==> config.mk <==
export PLATFORM = sky130hd
export DESIGN_NAME = reg_wb_arbiter
export DESIGN_NICKNAME = d
export VERILOG_FILES = /design/src/rtl/wb_pkg.sv /design/src/rtl/wb_fifo.sv /design/src/rtl/reg_wb_arbiter.sv
export SDC_FILE = /design/constraint.sdc
export NUM_CORES = 1
export LEC_CHECK = 0
export ABC_AREA = 1
export BUFFER_PORTS_ARGS = -buffer_cell sky130_fd_sc_hd__buf_4
export CAP_MARGIN = 20
export CORE_UTILIZATION = 49
export DETAILED_ROUTE_END_ITERATION = 7
export PLACE_DENSITY_LB_ADDON = 0.3
export SLEW_MARGIN = 20
export SYNTH_ARGS = -nofsm -noshare
export SYNTH_HDL_FRONTEND = slang
export SYNTH_SLANG_ARGS = --single-unit
==> constraint.sdc <==
create_clock -name clk_i -period 6.1 [get_ports clk_i]
set_input_delay 1.22 -clock clk_i [delete_from_list [all_inputs] [get_ports clk_i]]
set_output_delay 1.22 -clock clk_i [all_outputs]
set_load 0.005 [all_outputs]
==> src/rtl/wb_pkg.sv <==
// Shared types for the register-file write-back path.
//   DATA_W / ADDR_W : register data and address widths
//   wb_req_t        : one pending register write {addr, data}
//   is_zero_reg()   : true for $zero, which is never written
package wb_pkg;

    localparam int DATA_W = 32;
    localparam int ADDR_W = 5;

    typedef struct packed {
        logic [ADDR_W-1:0] addr;
        logic [DATA_W-1:0] data;
    } wb_req_t;

    function automatic logic is_zero_reg(input logic [ADDR_W-1:0] addr);
        return (addr == '0);
    endfunction

endpackage

==> src/rtl/wb_fifo.sv <==
// Small synchronous FIFO of wb_req_t holding long-latency unit results.
//   clk_i, rst_i : clock, asynchronous active-high reset
//   i_push       : write i_wdata at the tail (caller guarantees not full)
//   i_pop        : drop the head (caller guarantees not empty)
//   o_head       : current head entry, valid while o_count != 0
//   o_count      : occupancy, 0..DEPTH
module wb_fifo
    import wb_pkg::*;
#(
    parameter  int DEPTH = 2,
    localparam int PTR_W = $clog2(DEPTH),
    localparam int CNT_W = PTR_W + 1
) (
    input  logic             clk_i,
    input  logic             rst_i,
    input  logic             i_push,
    input  logic             i_pop,
    input  wb_req_t          i_wdata,
    output wb_req_t          o_head,
    output logic [CNT_W-1:0] o_count
);

    wb_req_t          r_mem [DEPTH];
    logic [PTR_W-1:0] r_wr_ptr;
    logic [PTR_W-1:0] r_rd_ptr;
    logic [CNT_W-1:0] r_count;

    // DEPTH is a power of two, so pointers wrap by natural overflow.
    always_ff @(posedge clk_i or posedge rst_i) begin
        if (rst_i) begin
            r_wr_ptr <= '0;
            r_rd_ptr <= '0;
            r_count  <= '0;
        end else begin
            if (i_push) r_wr_ptr <= r_wr_ptr + 1'b1;
            if (i_pop)  r_rd_ptr <= r_rd_ptr + 1'b1;
            case ({i_push, i_pop})
                2'b10:   r_count <= r_count + 1'b1;
                2'b01:   r_count <= r_count - 1'b1;
                default: r_count <= r_count;
            endcase
        end
    end

    // Storage needs no reset: entries are only read below r_count.
    always_ff @(posedge clk_i) begin
        if (i_push) r_mem[r_wr_ptr] <= i_wdata;
    end

    assign o_head  = r_mem[r_rd_ptr];
    assign o_count = r_count;

endmodule

==> src/rtl/reg_wb_arbiter.sv <==
// Owner of the register-file write port. Each cycle it writes either the
// WB-stage result (highest priority, cannot stall) or the oldest queued
// mul/div result. The write port is registered; the register file samples
// it on the following negedge.
//   clk_i, rst_i                      : clock, async active-high reset
//   pipe_valid_i/addr_i/data_i        : WB stage result
//   lu_valid_i/addr_i/data_i, lu_ready_o : mul/div result handshake
//   RegWrite_o, RDaddr_o, RDdata_o    : register-file write port
//   hold_o                            : ask hazard unit for one WB bubble
//   count_o                           : queued mul/div results
module reg_wb_arbiter #(
    parameter  int DATA_W     = wb_pkg::DATA_W,
    parameter  int ADDR_W     = wb_pkg::ADDR_W,
    parameter  int DEPTH      = 2,
    parameter  int STARVE_MAX = 4,
    localparam int CNT_W      = $clog2(DEPTH) + 1
) (
    input  logic              clk_i,
    input  logic              rst_i,
    input  logic              pipe_valid_i,
    input  logic [ADDR_W-1:0] pipe_addr_i,
    input  logic [DATA_W-1:0] pipe_data_i,
    input  logic              lu_valid_i,
    input  logic [ADDR_W-1:0] lu_addr_i,
    input  logic [DATA_W-1:0] lu_data_i,
    output logic              lu_ready_o,
    output logic              RegWrite_o,
    output logic [ADDR_W-1:0] RDaddr_o,
    output logic [DATA_W-1:0] RDdata_o,
    output logic              hold_o,
    output logic [CNT_W-1:0]  count_o
);

    import wb_pkg::*;

    localparam int AGE_W = $clog2(STARVE_MAX + 1);

    wb_req_t          w_pipe_req;
    wb_req_t          w_lu_req;
    wb_req_t          w_head;
    logic [CNT_W-1:0] w_count;
    logic             w_fifo_empty;
    logic             w_lu_ready;
    logic             w_pipe_wr;
    logic             w_push;
    logic             w_pop;
    logic [AGE_W-1:0] w_age_nxt;
    logic [AGE_W-1:0] r_age;

    assign w_pipe_req.addr = pipe_addr_i;
    assign w_pipe_req.data = pipe_data_i;
    assign w_lu_req.addr   = lu_addr_i;
    assign w_lu_req.data   = lu_data_i;

    assign w_fifo_empty = (w_count == '0);

    // Ready looks only at registered occupancy, so a same-cycle pop never
    // opens a slot for a same-cycle push.
    assign w_lu_ready = (w_count < CNT_W'(DEPTH)) && !rst_i;

    // A write to $zero is a no-op: the pipe slot counts as idle and an
    // accepted $zero mul/div result is simply swallowed.
    assign w_pipe_wr = pipe_valid_i && !is_zero_reg(w_pipe_req.addr);
    assign w_push    = lu_valid_i && w_lu_ready && !is_zero_reg(w_lu_req.addr);

    // Pop decision uses the pre-edge count, so an entry pushed into an
    // empty FIFO waits at least one cycle.
    assign w_pop = !w_pipe_wr && !w_fifo_empty;

    wb_fifo #(.DEPTH(DEPTH)) u_fifo (
        .clk_i   (clk_i),
        .rst_i   (rst_i),
        .i_push  (w_push),
        .i_pop   (w_pop),
        .i_wdata (w_lu_req),
        .o_head  (w_head),
        .o_count (w_count)
    );

    // Age of the current head: how long it has been blocked by the pipe.
    always_comb begin
        w_age_nxt = r_age;
        if (w_fifo_empty || w_pop)
            w_age_nxt = '0;
        else if (r_age != AGE_W'(STARVE_MAX))
            w_age_nxt = r_age + 1'b1;
    end

    always_ff @(posedge clk_i or posedge rst_i) begin
        if (rst_i) begin
            RegWrite_o <= 1'b0;
            RDaddr_o   <= '0;
            RDdata_o   <= '0;
            r_age      <= '0;
            hold_o     <= 1'b0;
        end else begin
            RegWrite_o <= w_pipe_wr || w_pop;
            // Address/data hold their last value on idle cycles.
            if (w_pipe_wr) begin
                RDaddr_o <= w_pipe_req.addr;
                RDdata_o <= w_pipe_req.data;
            end else if (w_pop) begin
                RDaddr_o <= w_head.addr;
                RDdata_o <= w_head.data;
            end
            r_age  <= w_age_nxt;
            // Raised one cycle early so the bubble lands before saturation.
            hold_o <= (w_age_nxt >= AGE_W'(STARVE_MAX - 1));
        end
    end

    assign lu_ready_o = w_lu_ready;
    assign count_o    = w_count;

endmodule

==> results.cfg, run 1 <==
[global_route]
grt_start_max_net_pins = 47
grt_pass1_vias = 3592
track_usage_pct = 23.1
antenna_found_initial = 0
grt_overflow = 0
grt_pass1_wl_um = 17700

[drt]
via_count = 3719
drtIter0Drc = 196
postRouteAntennaNets = 0
drc_errors = 0
wl_um = 11200
avgViaCountPerCell = 5.14
wire_per_inst_um = 15.6
dr.pass1.iters = 4

[synth]
syn_area_sq_um = 4940
ys_types = 22
synth_area_leaders = edfxtp_1 (45%), dfrtp_1 (23%), nand2_1 (12%)
synth_top_area_share_pct = 45.0
yosysTopAreaCell = edfxtp_1
yosysSeqAreaShare_pct = 68.3
ys_ff_latch = 120
synth_warnings = 0
syn-mean-instance-area_sq_um = 10.7
syn_nets = 542
synthCells = 461

[clocking]
clk_pin_slew_ns = 0.06
cts_root_buf = clkbuf_8
post_cts_buffers = 0
cts_buffers = 17
clk-insertion-delay-late_ns = 0.50
h-tree-depth = 4
cts.sinks = 120
tritoncts = done
clk_path_buf_depth = 2
hold_buffers = 0
post_cts_resized = 0

[place]
place.gp.congestion = 0.798
place_hpwl_um = 6810
place_ws_ns = 2.88
io_buffers = 119
place_area_sq_um = 5860

[die]
initial_core_util_pct = 50.5
core_sq_um = 9770
die_area_sq_um = 10500
die_w_um = 102
io_pins = 120
die_h_um = 102
row_count = 36

[power_and_ir_drop]
power.density_nw_per_um2 = 427
p_leak_nw = 2.90
power_mw = 2.75
vdd_drop_max_mv = 0.201

[hold_path]
hold_class = reg -> reg

[timing]
worstMarginPinSlew_ns = 0.874
rsz0062_at_grt = false
hold_viol_final = 0
layout_setup_ws_ns = 3.35
slew-limit-headroom_pct = 41.8
slew_violations = 0
finalSetupTns_ns = 0
period_share_pct = 45.2
final-setup-viol-count = 0
period_needed_ns = 2.75
skew_ns = 0.00600
clock.fmax_mhz = 363

[worst_setup_path]
end_kind = output pin
start_kind = input pin
required_ns = 4.88
path_max_fanout = 3
cp_data_arrival_time_ns = 1.53
crit_type = in -> out

[layout]
nets = 658
drive_above_1_share_pct = 27.6
syn_to_final_growth_pct = 30.3
n_antenna_cell = 0
post-route-cell-area_sq_um = 6430

[run_status]
status = finished, final reports clean

[run]
maxCapViolCount = 0
[area by class of cell]
type	count	area, sq um
clock buffers	23	447
clock inverters	9	77.6
fillers	766	3340
inverters	15	57.6
multi-input cells	299	1350
flip-flops and latches	120	3370
well taps	133	166
repair buffers	124	963
[logic make-up after synthesis]
kind of cell | after synthesis | share of synthesized area, %
AO/OA/AOI/OAI | 4 | 0.405
flip-flops | 120 | 68.3
XOR/XNOR | 3 | 0.532
adder cells (fa/ha/maj) | 3 | 0.760
buffers and inverters | 42 | 4.71
AND/OR/NAND/NOR | 289 | 25.3
[synthesized netlist by cell type]
cell	count
dfrtp_1	46
nand2_2	2
buf_4	3
nor3_1	1
o21ai_0	2
edfxtp_1	74
buf_2	15
nor2_1	8
buf_6	6
nand3_1	114
nand3_2	1
a21oi_1	2
nor3b_1	1
nand2_1	160
or2_2	1
xor2_1	2
nor2_2	1
ha_1	3
clkbuf_1	3
inv_2	3
xnor2_1	1
inv_1	12
[layer usage]
layer	routed length, um	global-route usage (%)	vias to the layer above
li1	-	-	1795
met1	4680	29.3	1784
met2	5770	38.8	129
met3	674	6.09	11
met4	114	7.80	0
met5	0	0	-
[metrics by stage]
| step | hold WS, ns | std cells | util (%) |
|---|---|---|---|
| after floorplan | 0.485 | 461 | - |
| after global placement | 0.494 | 689 | 59.9 |
| after detailed placement | 0.499 | 689 | 59.9 |
| after CTS | 0.511 | 721 | 65.3 |
| after global routing | 0.544 | 723 | 65.8 |
| final | 0.508 | 723 | 65.8 |
[worst max-delay path, stage by stage]
cell and delay (ns):
buf_4 0.12, nor2_1 0.08, buf_4 0.11
[flip-flops by register name, summed over array words and instances, names as in the netlist]
register,flops
u_fifo.r_wr_ptr,1
RDaddr_o,5
u_fifo.r_mem,74
u_fifo.o_count,2
RDdata_o,32
hold_o,1
u_fifo.r_rd_ptr,1
r_age,3
RegWrite_o,1
[power by group]
part | total, mW | switching (mW) | internal [mW]
Sequential | 1.11 | 0.0854 | 1.03
Clock | 0.881 | 0.335 | 0.546
Combinational | 0.756 | 0.448 | 0.307
[worst paths after layout]
kind                              startpoint                end  slack [ns]  depth (start not counted)
setup / recovery                       rst_i         lu_ready_o        3.35                          3
hold / removal                  RDdata_o[28]       RDdata_o[28]        0.51                          2
setup reg to reg           u_fifo.o_count[1]  u_fifo.o_count[1]        4.09                          9
hold reg to reg                 RDdata_o[28]       RDdata_o[28]        0.51                          2
max in group asynchronous              rst_i        RDdata_o[7]        4.68                          2
min in group asynchronous              rst_i        RDdata_o[8]        0.88                          2
[layout by cell type, fill, tap and decap left out, drive strengths merged]
cell / count
a21oi: 2
buf: 124
bufinv: 1
clkbuf: 23
clkinv: 6
clkinvlp: 3
dfrtp: 46
edfxtp: 74
ha: 3
inv: 14
nand2: 162
nand3: 115
nor2: 9
nor3: 1
nor3b: 1
o21ai: 2
or2: 1
xnor2: 1
xor2: 2
Power figures use the tool's default switching activity.
==> run 2, diff against run 1 <==
==> constraint.sdc (replaced) <==
create_clock -name clk_i -period 2.6 [get_ports clk_i]
set_input_delay 0.52 -clock clk_i [delete_from_list [all_inputs] [get_ports clk_i]]
set_output_delay 0.52 -clock clk_i [all_outputs]
set_load 0.005 [all_outputs]
==> results.cfg, run 2 (synthesis gave the netlist of run 1 again) <==
[layout]
n_antenna_cell = 0
final_util_pct = 66.7
nets = 665
final_common_cell = nand2_1
drive_above_1_share_pct = 29.0
syn_to_final_growth_pct = 32.0
top_register = u_fifo.r_mem
largestRegisters = u_fifo.r_mem: 74 flops, RDdata_o: 32 flops, RDaddr_o: 5 flops
largest_reg_flops = 74
fillCellCount = 732
layout_common_cells = nand2_1 (160), buf_4 (131), nand3_1 (114)

[global_route]
antenna_found_initial = 0
track_usage_pct = 24.2
grt_start_max_net_pins = 40
grt_overflow = 0
grt_pass1_vias = 3738
grt_pass1_wl_um = 18500

[clocking]
cts_root_buf = clkbuf_8
cts_buffers = 17
h-tree-depth = 4
clk-insertion-delay-late_ns = 0.51
cts.sinks = 120
hold_buffers = 0
clk_pin_slew_ns = 0.06
post_cts_buffers = 0
clk_path_buf_depth = 2
tritoncts = done
post_cts_resized = 0

[die]
io_pins = 120
die_w_um = 102
row_count = 36
die_h_um = 102
initial_core_util_pct = 50.5
core_sq_um = 9770
die_area_sq_um = 10500

[worst_setup_path]
path_max_fanout = 13
crit_type = reg -> reg
crit_top_cell = inv_1
critPathBufInv = 2
cp_top_family = flip-flops
slowest_delay_ns = 0.42
end_kind = register
crit_chain = inv_1 > nand2_2 > nand2_1 > inv_1 > ha_1 > a21oi_1 > o21ai_0 > xor2_1
slowest_stage = dfrtp_1
start_kind = register
required_ns = 2.99
cp_data_arrival_time_ns = 2.23

[hold_path]
hold_class = in -> async

[timing]
rsz0062_at_grt = false
finalSetupTns_ns = 0
hold_viol_final = 0
clock.fmax_mhz = 543
final-setup-viol-count = 0
worstMarginPinSlew_ns = 0.708
skew_ns = 0.00580
slew-limit-headroom_pct = 52.8
hold_ws_ns = 0.0324
slew_violations = 0
period_needed_ns = 1.84
period_share_pct = 70.8
layout_setup_ws_ns = 0.758

[power_and_ir_drop]
power.density_nw_per_um2 = 1030
p_leak_nw = 2.96
vdd_drop_max_mv = 0.729

[drt]
drc_errors = 0
wire_per_inst_um = 16.1
dr.pass1.iters = 7
avgViaCountPerCell = 5.27
wl_um = 11800
postRouteAntennaNets = 0
drtIter0Drc = 198
via_count = 3845

[run]
maxCapViolCount = 0

[place]
io_buffers = 119
place_ws_ns = 0.493
place_hpwl_um = 7670
place.gp.congestion = 0.791

[run_status]
status = finished, final reports clean
[run 2: cell count changes in the layout (fill, tap and decap cells not counted), sizes merged]
cell | before | now
inv | 14 | 16
buf | 124 | 131
clkbuf | 23 | 17
clkinv | 6 | 8
bufinv | 1 | 3
[run 2: routing by layer]
layer,vias to the layer above,routed length (um),GRT usage (%)
met5,-,0,0
li1,1810,-,-
met2,172,6080,40.7
met3,30,759,4.92
met1,1833,4600,30.1
met4,0,336,11.6
[run 2: per-stage QoR]
step           power, mW  instances  instance area (sq um)
6_report            6.73        730                   6520
5_1_grt             7.11        730                   6520
3_3_place_gp        4.39        698                   5930
2_1_floorplan       3.67        461                   4940
4_1_cts             6.77        730                   6520
3_5_place_dp        4.46        698                   5930
[run 2: cell type report]
type / count / area (sq um) / area share [%]
clock buffer: 17 / 414 / 6.35
clock inverter: 15 / 179 / 2.74
inverter: 15 / 56.3 / 0.864
multi-input combinational: 299 / 1350 / 20.7
timing repair buffer: 131 / 983 / 15.1
tap: 133 / 166 / 2.55
sequential: 120 / 3370 / 51.7
[run 2: worst register-to-register path, stage by stage (launching register included)]
cell and delay (ns):
dfrtp_1 0.42, inv_1 0.11, nand2_2 0.20, nand2_1 0.21, inv_1 0.08, ha_1 0.32, a21oi_1 0.11, o21ai_0 0.10
xor2_1 0.16
[run 2: path summary, 6_finish.rpt]
kind	start	endpoint	slack [ns]	depth (start not counted)
max	u_fifo.o_count[1]	u_fifo.o_count[1]	0.76	8
min	rst_i	u_fifo.r_wr_ptr	0.03	2
max reg2reg	u_fifo.o_count[1]	u_fifo.o_count[1]	0.76	8
min reg2reg	RDdata_o[31]	RDdata_o[31]	0.51	2
max in group asynchronous	rst_i	RDdata_o[23]	1.97	3
min in group clk_i	lu_data_i[28]	u_fifo.r_mem[1][28]	0.19	1
[run 2: power breakdown]
part           total [mW]  switching (mW)  internal [mW]
Combinational        1.82            1.08          0.734
Clock                2.30           0.842           1.46
Sequential           2.61           0.201           2.41
